`src/rtl/fetch_queue_unit.sv`:
```
// Owns the PC, issues credit-limited imem reads and buffers responses in a DEPTH-entry FWFT queue with split fields.
// Response to out_valid takes 1 cycle; requests stall once buffered+in-flight reaches DEPTH, so responses never need backpressure.
module fetch_queue_unit #(
  parameter int unsigned     XLEN     = 32,
  parameter int unsigned     DEPTH    = 4,
  parameter logic [XLEN-1:0] RESET_PC = '0
) (
  input  logic            clk,
  input  logic            rst_n,
  output logic            imem_req_valid,
  input  logic            imem_req_ready,
  output logic [XLEN-1:0] imem_req_addr,
  input  logic            imem_resp_valid,
  input  logic [31:0]     imem_resp_data,
  input  logic            redirect_valid,
  input  logic [XLEN-1:0] redirect_pc,
  output logic            out_valid,
  input  logic            out_ready,
  output logic [XLEN-1:0] out_pc,
  output logic [31:0]     out_instr,
  output logic [4:0]      A1,
  output logic [4:0]      A2,
  output logic [4:0]      A3,
  output logic [6:0]      OP,
  output logic [2:0]      funct3,
  output logic [6:0]      funct7,
  output logic [24:0]     Imm
);
  localparam int unsigned AW = $clog2(DEPTH);
  localparam int unsigned CW = AW + 1;

  logic [XLEN-1:0] fetch_pc;
  logic [XLEN-1:0] resp_pc;
  logic [XLEN-1:0] q_pc    [DEPTH];
  logic [31:0]     q_instr [DEPTH];
  logic [AW-1:0]   wr_ptr;
  logic [AW-1:0]   rd_ptr;
  logic [CW-1:0]   count;
  logic [CW-1:0]   outstanding;
  logic [CW-1:0]   drop_cnt;
  logic [CW:0]     credits_used;
  logic [XLEN-1:0] redir_pc;
  logic            req_fire;
  logic            resp_take;
  logic            push;
  logic            pop;
  logic            unused_redirect_lsb;

  assign redir_pc            = {redirect_pc[XLEN-1:2], 2'b00};
  assign unused_redirect_lsb = ^redirect_pc[1:0];

  // Credit rule: buffered + in-flight words never exceed the queue size.
  assign credits_used   = {1'b0, count} + {1'b0, outstanding};
  assign imem_req_valid = rst_n && !redirect_valid && (credits_used < DEPTH[CW:0]);
  assign imem_req_addr  = fetch_pc;
  assign req_fire       = imem_req_valid && imem_req_ready;

  assign resp_take = imem_resp_valid && (outstanding != '0);
  assign push      = resp_take && (drop_cnt == '0) && !redirect_valid;
  assign out_valid = (count != '0);
  assign pop       = out_valid && out_ready && !redirect_valid;

  always_ff @(posedge clk or negedge rst_n) begin
    if (!rst_n) begin
      fetch_pc    <= RESET_PC;
      resp_pc     <= RESET_PC;
      wr_ptr      <= '0;
      rd_ptr      <= '0;
      count       <= '0;
      outstanding <= '0;
      drop_cnt    <= '0;
    end else if (redirect_valid) begin
      // Everything still owed by memory belongs to the old path and is discarded.
      fetch_pc    <= redir_pc;
      resp_pc     <= redir_pc;
      wr_ptr      <= '0;
      rd_ptr      <= '0;
      count       <= '0;
      outstanding <= outstanding - CW'(resp_take);
      drop_cnt    <= outstanding - CW'(resp_take);
    end else begin
      if (req_fire) fetch_pc <= fetch_pc + XLEN'(4);
      outstanding <= outstanding + CW'(req_fire) - CW'(resp_take);
      if (resp_take && (drop_cnt != '0)) drop_cnt <= drop_cnt - CW'(1);
      if (push) begin
        resp_pc <= resp_pc + XLEN'(4);
        wr_ptr  <= wr_ptr + AW'(1);
      end
      if (pop) rd_ptr <= rd_ptr + AW'(1);
      count <= count + CW'(push) - CW'(pop);
    end
  end

  always_ff @(posedge clk) begin
    if (push) begin
      q_pc[wr_ptr]    <= resp_pc;
      q_instr[wr_ptr] <= imem_resp_data;
    end
  end

  always_comb begin
    out_pc    = '0;
    out_instr = '0;
    if (out_valid) begin
      out_pc    = q_pc[rd_ptr];
      out_instr = q_instr[rd_ptr];
    end
  end

  assign OP     = out_instr[6:0];
  assign A3     = out_instr[11:7];
  assign funct3 = out_instr[14:12];
  assign A1     = out_instr[19:15];
  assign A2     = out_instr[24:20];
  assign funct7 = out_instr[31:25];
  assign Imm    = out_instr[31:7];

  resp_needs_credit: assert property (@(posedge clk) disable iff (!rst_n)
    imem_resp_valid |-> (outstanding != '0));

endmodule
```
`config.mk`:
```
export PLATFORM = sky130hd
export DESIGN_NAME = fetch_queue_unit
export DESIGN_NICKNAME = d
export VERILOG_FILES = /design/src/rtl/fetch_queue_unit.sv
export SDC_FILE = /design/constraint.sdc
export NUM_CORES = 1
export LEC_CHECK = 0
export CAP_MARGIN = 20
export CORE_UTILIZATION = 35
export DETAILED_ROUTE_END_ITERATION = 12
export PLACE_DENSITY = 0.57
export RECOVER_POWER = 50
export REMOVE_ABC_BUFFERS = 1
export SLEW_MARGIN = 20
export SYNTH_ARGS = -nofsm -noshare
export SYNTH_HDL_FRONTEND = slang
export SYNTH_SLANG_ARGS = --single-unit
```
`constraint.sdc`:
```
create_clock -name clk -period 7.7 [get_ports clk]
set_input_delay 1.54 -clock clk [delete_from_list [all_inputs] [get_ports clk]]
set_output_delay 1.54 -clock clk [all_outputs]
set_load 0.01 [all_outputs]
```
==> impl_metrics.ini, run 1 <==
[status]
status = finished, violations left
violations = capacitance limit, slew limit

[drt]
route.detailed.drc = 0
drt_iter0_markers = 420
via_per_inst = 5.06
detail-route-antenna-nets = 0
wl_per_cell_um = 20.7
dr.pass1.iters = 5
routed_wl_um = 34300
vias = 8405

[setup_path]
crit_arrival_ns = 4.72
crit_path_start_kind = input port
startpoint = rst_n
crit_chain = clkbuf_1, clkbuf_1
cp_max_fo = 59
crit_path_top_delay_cell = clkbuf_1
end_kind = asynchronous set/reset pin
crit_buf_inv = 2
critical_path.top_delay_family = buffers and inverters
reg2reg_from = drop_cnt[0]$_DFFE_PN0P_
worstSetupPathType = input port to asynchronous set/reset pin
slowest_delay_ns = 2.46
crit_path_frequent_cell = clkbuf_1
crit_required_ns = 7.07

[worst_hold_path]
hp-class = register to register
min_from = outstanding[2]$_DFF_PN0_

[synthesis]
ys_ff_latch = 321
synthArstFlopShare_pct = 22.7
synth-edff-count = 248
synth.distinct_cells = 54
synth_top_area_share_pct = 52.3
synth.yosys.warnings = 0
synthesis.area_sq_mm = 0.0142
syn-instance-count = 940
ys_seq_area_share_pct = 65.1
synth_area_leaders = edfxtp_1 52%, dfrtp_1 13%, mux4_2 9.8%
yosys_most_used_dff = edfxtp_1
synth_top_cell_by_area = edfxtp_1
syn_area_per_cell_sq_um = 15.2

[timing]
timing.final.crit_share_pct = 69.5
clock.fmax_mhz = 187
finalHoldViolations = 0
tns_ns = 0
skew_ns = 0.00518
grt_setup_unrepaired = false
timing.final.crit_period_ns = 5.35
tightest_slew_ns = 3.43
slew_headroom_pct = -128
setup_viol = 0
slew_violations = 144

[placed_design]
place_area_sq_mm = 0.0166
hpwl_um = 21600
finalWeightedCongestion = 0.798
io_buffer_count = 218
dp_cells = 1596

[grt]
grt_pass1_vias = 8434
antenna_found_initial = 0
grt_max_degree = 66
grt_first_pass_wirelength_um = 51800
grtUsageTotal_pct = 16.7
gr-total-overflow = 0

[final_layout]
fin_area_sq_mm = 0.0177
seq_area_sq_mm = 0.00928
fillers = 3539
multi_input_area_sq_mm = 0.00422
final_cell_mix = 248 x edfxtp_1, 181 x clkdlybuf4s50_1, 71 x dfrtp_1
layout_commonest_cell = edfxtp_1
area_growth_pct = 24.2
antenna_cells = 0
fin_nets = 1198
fin_cells = 1661
drive_gt1_share_pct = 13.7

[clock_tree]
cts_tree = yes
root_buffer = clkbuf_16
holdBufCountCts = 0
clk_pin_slew_ns = 0.06
cts_sinks = 321
cts_made_buffers = 37
htree_num_levels = 2
clock_path_buffers = 3
post_cts_buffers = 0
insertion_delay_ns = 0.52
cts_resized = 0

[floorplan]
initial_core_util_pct = 35.7
fp-row-count = 73
io_pins = 225
design.core.area_sq_mm = 0.0399
die_y_um = 204
dieWidth_um = 204
die-area_sq_mm = 0.0415

[run]
maxCapViolations = 5

[power]
p_per_area_mw_per_mm2 = 323
ir_drop_uv = 225
p_leak_nw = 5.92
==> path summary, 6_finish.rpt <==
kind | end | slack, ns | cells after the start
max | rd_ptr[0]$_DFFE_PN0P_ | 2.35 | 2
min | outstanding[2]$_DFF_PN0_ | 0.55 | 1
max reg2reg | q_instr[0][24]$_DFFE_PP_ | 3.80 | 6
min reg2reg | outstanding[2]$_DFF_PN0_ | 0.55 | 1
max in group clk | A3[0] | 2.69 | 4
min in group asynchronous | imem_req_addr[29]$_DFFE_PN0N_ | 1.13 | 1
==> synth_stat cells, drive strengths merged, types with 11 or more instances <==
cell and count:
mux2 11, inv 24, xnor2 28, mux4 62, xor2 18, nand3 34, dfrtp 73, and2 71
nand4 20, edfxtp 248, nand2 58, ha 16, o21ai 42, buf 77, nor2 27, nor3 21
clkbuf 25
==> power breakdown <==
group          switching (W)  internal, W  leakage (nW)
Combinational       0.000812      0.00104          2.24
Sequential          0.000173      0.00199          3.12
Clock               0.000690      0.00101         0.564
==> per-stage QoR <==
step                      util [%]  setup WS (ns)  power [W]  hold WS, ns
after floorplan                  -           2.73    0.00303        0.479
after global placement        41.5           2.85    0.00408        0.546
after detailed placement      41.5           2.84    0.00410        0.550
after CTS                     44.4           2.57    0.00581        0.562
after global routing          44.3           1.40    0.00600        0.577
final                         44.3           2.35    0.00571        0.554
==> state kept, by name (all words and copies together), names as in the netlist <==
signal         cells
outstanding        3
imem_req_addr     30
count              3
wr_ptr             2
q_pc             120
resp_pc           30
drop_cnt           3
rd_ptr             2
q_instr          128
==> per-layer routing <==
| layer | vias to the layer above | global-route usage (%) | wire length (um) |
|---|---|---|---|
| li1 | 3815 | - | - |
| met1 | 4278 | 23.2 | 15500 |
| met2 | 260 | 26.3 | 16100 |
| met3 | 52 | 3.48 | 1950 |
| met4 | 0 | 4.65 | 751 |
| met5 | - | 0 | 0 |
==> logic make-up (layout without fill, tap and decap cells) <==
kind of cell    Yosys count  after routing  synth area share, %
other cells               1              4               0.0263
compound gates           80             80                 3.42
buf+inv                 127            320                 5.08
xor+xnor                 46             46                 2.83
flops                   321            321                 65.1
simple gates            273            273                 11.1
fa+ha+maj                18             18                 1.69
mux                      74             74                 10.7
==> final cells by class <==
class / instances / area share (%)
Timing Repair Buffer: 230 / 12.8
Multi-Input combinational cell: 495 / 23.9
Clock inverter: 21 / 0.913
Sequential cell: 321 / 52.5
Clock buffer: 44 / 5.74
Tap cell: 525 / 3.71
Inverter: 25 / 0.531
No activity file was read; power rests on OpenSTA's default activity.
==> run 2, diff against run 1 <==
Settings changed: PLACE_DENSITY 0.57 to 0.59.
Clock period 7.7 ns to 4.79 ns, I/O delays scaled along.
==> run 2 against run 1 <==
The run still ends with capacitance limit, slew limit left. Clock power increased by 61%. Largest cell class unchanged. Critical path type is now register to output pin. Largest power group unchanged. Final area increased by 0.59%. Non-clock buffer count increased by 3. Highest routed layer unchanged. Global-route usage decreased by 0.18 points. First-iteration DRC count increased by 18%. Clock skew increased by 0.0066 ns. Register-to-register slack got worse by 2.4 ns.
==> impl_metrics.ini, run 2 (synthesis gave the netlist of run 1 again) <==
[clock_tree]
holdBufCountCts = 0
clk_pin_slew_ns = 0.06
insertion_delay_ns = 0.51
root_buffer = clkbuf_16
post_cts_buffers = 0
cts_sinks = 321
clock_path_buffers = 3
cts_made_buffers = 36
htree_num_levels = 2
cts_resized = 0
cts_tree = yes

[final_layout]
fin_nets = 1200
drive_gt1_share_pct = 14.1
area_growth_pct = 24.9
layout_commonest_cell = edfxtp_1
final_cell_mix = 248 x edfxtp_1, 179 x clkdlybuf4s50_1, 71 x dfrtp_1
largest-register = q_instr
fin_area_sq_mm = 0.0178
reg.largest.list = q_instr (128), q_pc (120)
largest_reg_flops = 128

[placed_design]
finalWeightedCongestion = 0.786
place_area_sq_mm = 0.0167
pre_cts_ws_ns = 1.43
hpwl_um = 21800
io_buffer_count = 218

[drt]
route.detailed.drc = 0
vias = 8331
routed_wl_um = 33900
wl_per_cell_um = 20.4
dr.pass1.iters = 4
detail-route-antenna-nets = 0
drt_iter0_markers = 495
via_per_inst = 5.01

[power]
combPwrFrac_pct = 33.1
clockPowerShare_pct = 29.7
sw_frac_of_total_pct = 28.9
pwr-share-seq_pct = 37.1
p_leak_nw = 5.96
p_int_w = 0.00654
netSwitchingPower_w = 0.00267
ir_drop_uv = 276
p_per_area_mw_per_mm2 = 518

[setup_path]
slowest_delay_ns = 0.72
crit_path_top_delay_cell = dfrtp_4
crit_chain = buf_4, mux4_2, and2_1, clkdlybuf4s50_1
reg2reg_from = drop_cnt[0]$_DFFE_PN0P_
startpoint = rd_ptr[0]$_DFFE_PN0P_
cp_max_fo = 21
crit_required_ns = 3.83
end_kind = output pin
worstSetupPathType = register to output pin
crit_path_start_kind = register
crit_arrival_ns = 2.86

[timing]
tns_ns = 0
timing.final.crit_period_ns = 3.82
setup_viol = 0
slew_violations = 113
tightest_slew_ns = 1.92
fin_hold_ws_ns = 0.271
slew_headroom_pct = -28.1
final.setup.worst_slack_ns = 0.971
skew_ns = 0.0118
finalHoldViolations = 0
clock.fmax_mhz = 262
grt_setup_unrepaired = false
timing.final.crit_share_pct = 79.7

[worst_hold_path]
hp-class = input port to asynchronous set/reset pin

[run]
maxCapViolations = 3

[grt]
grt_max_degree = 73
antenna_found_initial = 1
grt_first_pass_wirelength_um = 51700
gr-total-overflow = 0
grtUsageTotal_pct = 16.5
grt_pass1_vias = 8545

[floorplan]
design.core.area_sq_mm = 0.0399
io_pins = 225
dieWidth_um = 204
initial_core_util_pct = 35.7
fp-row-count = 73
die-area_sq_mm = 0.0415
die_y_um = 204

[status]
violations = capacitance limit, slew limit
status = finished, violations left
run 2: changes by cell type in the layout (fill, tap and decap cells not counted), moves of 3 or more:
cell / change
o21ai_1: -5
clkbuf_1: +8
clkinvlp_4: -3
clkbuf_8: +3
buf_12: +6
buf_4: -5
clkinv_1: -7
o21ai_0: +5
run 2: critical path: cells and delay by family, from the launching register on:
| family | cells | cell delay [ns] |
|---|---|---|
| flops | 1 | 0.72 |
| buf+inv | 2 | 0.86 |
| mux | 1 | 0.54 |
| simple gates | 1 | 0.20 |
run 2: per-stage QoR:
step                      instances  util [%]  total power (W)
after detailed placement       1599      41.8          0.00663
after floorplan                 841         -          0.00488
after global routing           1662      44.6          0.00971
after global placement         1599      41.7          0.00661
final                          1663      44.6          0.00921
after CTS                      1662      44.7          0.00939
run 2: path summary, 6_finish.rpt:
| path | endpoint | slack, ns | depth (start not counted) |
|---|---|---|---|
| max in group asynchronous | rd_ptr[0]$_DFFE_PN0P_ | 2.15 | 2 |
| hold / removal | imem_req_addr[31]$_DFFE_PN0N_ | 0.27 | 1 |
| setup / recovery | Imm[5] | 0.97 | 4 |
| setup reg to reg | q_instr[2][27]$_DFFE_PP_ | 1.42 | 6 |
| min in group clk | outstanding[2]$_DFF_PN0_ | 0.54 | 1 |
| hold reg to reg | outstanding[2]$_DFF_PN0_ | 0.54 | 1 |
run 2: routing by layer:
layer	GRT usage, %	vias to the layer above	wire [um]
li1	-	3827	-
met1	22.7	4226	15300
met2	26.5	223	16100
met3	3.32	55	1720
met4	4.40	0	793
met5	0	-	0
run 2: power groups by stage:
stage / Sequential (W) / Clock (W) / Combinational [W]
after floorplan: 0.00350 / 0 / 0.00138
after global placement: 0.00347 / 0 / 0.00314
after detailed placement: 0.00348 / 0 / 0.00315
after CTS: 0.00343 / 0.00281 / 0.00316
after global routing: 0.00346 / 0.00290 / 0.00335
final: 0.00342 / 0.00274 / 0.00305
run 2: cell type report:
class	count	area, sq um
fill	3586	22100
sequential	321	9280
multi-input combinational	495	4240
timing repair buffer	233	2350
clock buffer	51	1030
tap	525	657
clock inverter	12	145
inverter	25	93.8
antenna	1	2.50
